### config.mk
export PLATFORM = sky130hd
export DESIGN_NAME = tiny16_uart_tx
export DESIGN_NICKNAME = d
export VERILOG_FILES = /design/src/rtl/tiny16_uart_tx.sv
export SDC_FILE = /design/constraint.sdc
export NUM_CORES = 1
export LEC_CHECK = 0
export CORE_ASPECT_RATIO = 0.75
export CORE_MARGIN = 1.5
export CORE_UTILIZATION = 60
export DETAILED_ROUTE_END_ITERATION = 16
export PLACE_DENSITY = 0.84
export SLEW_MARGIN = 5
export SYNTH_ARGS = -nofsm -noshare
export SYNTH_HDL_FRONTEND = slang
export SYNTH_SLANG_ARGS = --single-unit
### constraint.sdc
create_clock -name CLK -period 2.9 [get_ports CLK]
set_input_delay 0.725 -clock CLK [delete_from_list [all_inputs] [get_ports CLK]]
set_output_delay 0.725 -clock CLK [all_outputs]
set_load 0.005 [all_outputs]
### src/rtl/tiny16_uart_tx.sv
// tiny16 output-port UART transmitter: FIFO-buffered 8N1 (8E1 with UART_TX_PARITY_EN); start bit one cycle after the write strobe.
// No back-pressure: writes into a full FIFO are dropped and latch the sticky OVERRUN flag.
module tiny16_uart_tx #(
    parameter int CLKS_PER_BIT = 139,
    parameter int FIFO_DEPTH   = 8
) (
    input  logic       CLK,
    input  logic       RST,
    input  logic [7:0] DATA,
    input  logic       DATA_EN,
    output logic       TX,
    output logic       BUSY,
    output logic       FULL,
    output logic       EMPTY,
    output logic       OVERRUN
);

    localparam int PTR_W  = $clog2(FIFO_DEPTH);
    localparam int CNT_W  = PTR_W + 1;
    localparam int BAUD_W = $clog2(CLKS_PER_BIT);

    localparam logic [CNT_W-1:0]  DEPTH_C   = CNT_W'(FIFO_DEPTH);
    localparam logic [BAUD_W-1:0] BAUD_LAST = BAUD_W'(CLKS_PER_BIT - 1);

`ifdef UART_TX_PARITY_EN
    typedef enum logic [2:0] {S_IDLE, S_START, S_DATA, S_PARITY, S_STOP} state_t;
`else
    typedef enum logic [2:0] {S_IDLE, S_START, S_DATA, S_STOP} state_t;
`endif

    logic [7:0]        mem [FIFO_DEPTH];
    logic [PTR_W-1:0]  wr_ptr;
    logic [PTR_W-1:0]  rd_ptr;
    logic [CNT_W-1:0]  count;
    logic [CNT_W-1:0]  count_nxt;

    state_t            state;
    logic [BAUD_W-1:0] baud;
    logic [2:0]        bit_cnt;
    logic [7:0]        shift;
`ifdef UART_TX_PARITY_EN
    logic              parity;
`endif

    logic              bit_end;
    logic              fifo_has;
    logic              pop;
    logic              push;
    logic              drop;
    logic [7:0]        head;

    always_comb begin
        bit_end   = (baud == BAUD_LAST);
        fifo_has  = (count != '0);
        // IDLE pops immediately; STOP pops on its last cycle so frames abut
        pop       = fifo_has && ((state == S_IDLE) || ((state == S_STOP) && bit_end));
        push      = DATA_EN && (count != DEPTH_C);
        drop      = DATA_EN && (count == DEPTH_C);
        head      = mem[rd_ptr];
        count_nxt = count;
        if (push && !pop) begin
            count_nxt = count + CNT_W'(1);
        end else if (pop && !push) begin
            count_nxt = count - CNT_W'(1);
        end
    end

    always_ff @(posedge CLK) begin
        if (RST) begin
            wr_ptr  <= '0;
            rd_ptr  <= '0;
            count   <= '0;
            FULL    <= 1'b0;
            EMPTY   <= 1'b1;
            OVERRUN <= 1'b0;
        end else begin
            if (push) begin
                wr_ptr <= wr_ptr + PTR_W'(1);
            end
            if (pop) begin
                rd_ptr <= rd_ptr + PTR_W'(1);
            end
            count <= count_nxt;
            FULL  <= (count_nxt == DEPTH_C);
            EMPTY <= (count_nxt == '0);
            if (drop) begin
                OVERRUN <= 1'b1;
            end
        end
    end

    // Storage has no reset; a reset only moves the pointers
    always_ff @(posedge CLK) begin
        if (!RST && push) begin
            mem[wr_ptr] <= DATA;
        end
    end

    always_ff @(posedge CLK) begin
        if (RST) begin
            state   <= S_IDLE;
            TX      <= 1'b1;
            baud    <= '0;
            bit_cnt <= '0;
            shift   <= '0;
`ifdef UART_TX_PARITY_EN
            parity  <= 1'b0;
`endif
        end else begin
            case (state)
                S_IDLE: begin
                    TX   <= 1'b1;
                    baud <= '0;
                    if (pop) begin
                        shift   <= head;
                        bit_cnt <= '0;
`ifdef UART_TX_PARITY_EN
                        parity  <= ^head;
`endif
                        state   <= S_START;
                        TX      <= 1'b0;
                    end
                end
                S_START: begin
                    if (bit_end) begin
                        baud  <= '0;
                        state <= S_DATA;
                        TX    <= shift[0];
                    end else begin
                        baud <= baud + BAUD_W'(1);
                    end
                end
                S_DATA: begin
                    if (bit_end) begin
                        baud <= '0;
                        if (bit_cnt == 3'd7) begin
`ifdef UART_TX_PARITY_EN
                            state <= S_PARITY;
                            TX    <= parity;
`else
                            state <= S_STOP;
                            TX    <= 1'b1;
`endif
                        end else begin
                            shift   <= shift >> 1;
                            TX      <= shift[1];
                            bit_cnt <= bit_cnt + 3'd1;
                        end
                    end else begin
                        baud <= baud + BAUD_W'(1);
                    end
                end
`ifdef UART_TX_PARITY_EN
                S_PARITY: begin
                    if (bit_end) begin
                        baud  <= '0;
                        state <= S_STOP;
                        TX    <= 1'b1;
                    end else begin
                        baud <= baud + BAUD_W'(1);
                    end
                end
`endif
                S_STOP: begin
                    if (bit_end) begin
                        baud <= '0;
                        if (pop) begin
                            shift   <= head;
                            bit_cnt <= '0;
`ifdef UART_TX_PARITY_EN
                            parity  <= ^head;
`endif
                            state   <= S_START;
                            TX      <= 1'b0;
                        end else begin
                            state <= S_IDLE;
                            TX    <= 1'b1;
                        end
                    end else begin
                        baud <= baud + BAUD_W'(1);
                    end
                end
                default: begin
                    state <= S_IDLE;
                    TX    <= 1'b1;
                    baud  <= '0;
                end
            endcase
        end
    end

    assign BUSY = (state != S_IDLE) || !EMPTY;

endmodule

==> qor.yml <==
status:
  status: "complete, no violations"
timing:
  worstMarginPinSlew_ns: 0.813
  slew_violations: 0
  slew_headroom_pct: 45.8
  period_minus_slack_ns: 2.55
  tns_ns: 0
  rsz0062_at_grt: "no"
  final_hold_viol_count: 0
  skew_ns: 0.0133
  fin_crit_sh_pct: 87.8
  finalSetupViolations: 0
  max_freq_mhz: 393
  hold_ws_ns: 0.481
  setup_ws_ns: 0.355
power:
  p_leak_nw: 1.68
  pwr-share-comb_pct: 31.2
  switching_share_pct: 34.6
  p_clk_share_pct: 22.5
  power_density_nw_per_um2: 816
  p_seq_share_pct: 46.3
  p_total_mw: 4.01
  p_switching_mw: 1.39
  p_int_mw: 2.62
  vdd_ir_drop_max_v: 0.000387
clocking:
  cts_tree: "built"
  clk_path_buf_depth: 2
  clkSinkCount: 102
  cts_hold_buf: 0
  cts_buffers: 9
  htreeDepth: 3
  clkTransAtPathRegs_ns: 0.11
  cts_resized: 0
  clk_latency_ns: 0.38
  postCtsSetupBuffers: 0
  root_buffer: "clkbuf_8"
routing:
  wl_per_cell_um: 18.1
  vias_per_cell: 6.05
  first_pass_iters: 5
  route.detailed.drc: 0
  postRouteAntennaNets: 0
  drt_iter0_drc: 265
  wl_um: 8170
  vias: 2734
yosys:
  ys_ff_latch: 102
  synth_top_family_by_area: "multiplexers"
  async_flop_share_pct: 0
  synth_xor_area_share_pct: 2.58
  syn_avg_cell_area_um2: 13.4
  synth_fa_ha_area_share_pct: 3.92
  muxShareOfSynthArea_pct: 10.9
  synth_warnings: 0
  synth_simple_gate_area_share_pct: 10.3
  syn_area_um2: 4410
  syn-num-nets: 352
  synthFlopType: "edfxtp_1"
  synth_edf_count: 64
  synth_compound_area_share_pct: 8.94
  ys_seq_area_share_pct: 60.8
  postSynthCellCount: 328
  synth_cell_types: 47
setup_path:
  cp.required_ns: 3.21
  worstRegToRegCells: 6
  cp-start-kind: "flop"
  worstPathArrival_ns: 2.86
  r2r-end: "shift[7]"
  r2r_start: "state[0]"
  worst-setup-path-type: "reg -> reg"
  crit_fanout: 20
  critPathCaptureType: "flop"
  reg2reg_slack_ns: 0.35
finish:
  num_antenna_cells: 0
  syn_to_final_growth_pct: 11.5
  fin_cells: 452
  finalNetCount: 373
  drive_above_1_share_pct: 15.0
placement:
  hpwl_um: 5470
  portBuffers: 15
  pre_cts_slack_ns: 0.350
  dp.cells: 436
  place_congestion: 0.869
hold_path:
  hold_path_depth: 1
  hold_class: "reg -> reg"
  worst_hold_startpoint: "baud[0]"
  holdPathEnd: "baud[0]"
die:
  ios: 16
  rows: 26
  die_y_um: 77.2
  start_util_pct: 63.3
  coreArea_um2: 6960
  die_x_um: 102
  die_area_um2: 7880
global_route:
  busiest_layer: "met1"
  use_met1_pct: 35.6
  first_global_vias: 2476
  grt_use_met3_pct: 7.29
  met2_usage_pct: 29.1
  grt_max_degree: 26
  grt_pass1_wl_um: 13000
  overflow: 0
  antenna_found_initial: 0
  grtUsageTotal_pct: 22.5
job:
  cap_violations: 0
[worst max-delay path, cell delays in order, from the launching register on]
cell and delay, ns:
dfxtp_1 0.41, inv_1 0.10, ha_1 0.30, inv_1 0.38, a41oi_2 0.51, or4_1 0.63
a21oi_1 0.15
[layout make-up]
cell class                 count  area (µm²)
fill                         485        2050
multi-input combinational    200        1630
sequential                   102        2680
inverter                       9        33.8
timing repair buffer          27         240
tap                           98         123
clock buffer                   9         124
clock inverter                 7        83.8
[routing by layer]
layer	vias up	routed length, µm
li1	1281	-
met1	1345	3900
met2	97	3600
met3	11	566
met4	0	106
met5	-	0
[power groups by stage]
stage | Clock, mW | Sequential, mW | Combinational, mW
floorplan | 0 | 1.83 | 0.995
global placement | 0 | 1.88 | 1.20
detailed placement | 0 | 1.88 | 1.23
CTS | 0.924 | 1.85 | 1.24
global route | 0.979 | 1.88 | 1.38
finish | 0.905 | 1.86 | 1.25
[cell families (layout without fill, tap and decap cells)]
logic type	after synthesis	count (layout)
AND/OR/NAND/NOR	90	90
adder cells (fa/ha/maj)	14	14
flip-flops	102	102
buffers and inverters	26	52
multiplexers	28	28
AO/OA/AOI/OAI	55	55
XOR/XNOR	13	13
[registers in the layout (all words and copies together) (netlist names), named ones only]
name and count:
FULL 1, TX 1, rd_ptr 3, count 4, EMPTY 1, OVERRUN 1
shift 8, wr_ptr 3, baud 8, bit_cnt 3, state 2, mem 64
[layout by cell type, fill, tap and decap left out, types with 2 or more instances in the layout]
cell	Yosys	routed
a21oi_1	8	8
nand4_1	2	2
nor4_1	3	2
and3_1	4	4
inv_8	0	3
mux4_2	16	16
nand3_1	6	6
xnor2_1	7	7
nor3_1	4	4
xor2_1	6	6
nand4b_1	2	2
nor2b_1	2	2
clkdlybuf4s50_1	0	15
edfxtp_1	64	64
clkbuf_8	0	9
ha_1	13	13
inv_1	9	9
mux2i_1	12	12
nand2_1	23	23
o21ai_0	12	12
o211ai_1	15	15
dfxtp_1	38	38
or4_1	2	2
and3b_1	2	2
and2_1	3	3
nor2_1	30	30
clkinv_8	0	2
o31ai_1	8	8
buf_4	0	12
[Yosys cell counts, types with 2 or more instances]
| master | count | share of area [%] |
|---|---|---|
| a21oi_1 | 8 | 0.91 |
| and2_1 | 3 | 0.43 |
| and3_1 | 4 | 0.57 |
| and3b_1 | 2 | 0.40 |
| buf_2 | 4 | 0.45 |
| clkbuf_1 | 12 | 1.0 |
| dfxtp_1 | 38 | 17 |
| edfxtp_1 | 64 | 44 |
| ha_1 | 13 | 3.7 |
| inv_1 | 9 | 0.77 |
| mux2i_1 | 12 | 2.7 |
| mux4_2 | 16 | 8.2 |
| nand2_1 | 23 | 2.0 |
| nand3_1 | 6 | 0.68 |
| nand4_1 | 2 | 0.28 |
| nand4b_1 | 2 | 0.40 |
| nor2_1 | 30 | 2.6 |
| nor2b_1 | 2 | 0.28 |
| nor3_1 | 4 | 0.45 |
| nor4_1 | 3 | 0.43 |
| o211ai_1 | 15 | 2.6 |
| o21ai_0 | 12 | 1.4 |
| o31ai_1 | 8 | 1.4 |
| or4_1 | 2 | 0.34 |
| xnor2_1 | 7 | 1.4 |
| xor2_1 | 6 | 1.2 |
[metrics by stage]
step	cell area, µm²	util (%)
CTS	4920	70.6
global route	4920	70.6
floorplan	4410	-
finish	4920	70.6
detailed placement	4710	67.6
global placement	4710	67.6
[worst max-delay path by stage]
| stage | to | from | depth (start not counted) |
|---|---|---|---|
| floorplan | mem[0][0] | count[0] | 6 |
| global placement | mem[4][4] | DATA_EN | 6 |
| detailed placement | mem[4][0] | DATA_EN | 6 |
| CTS | shift[7] | state[0] | 6 |
| global route | shift[7] | state[0] | 6 |
| finish | shift[7] | state[0] | 6 |
Power figures use the tool's default switching activity.
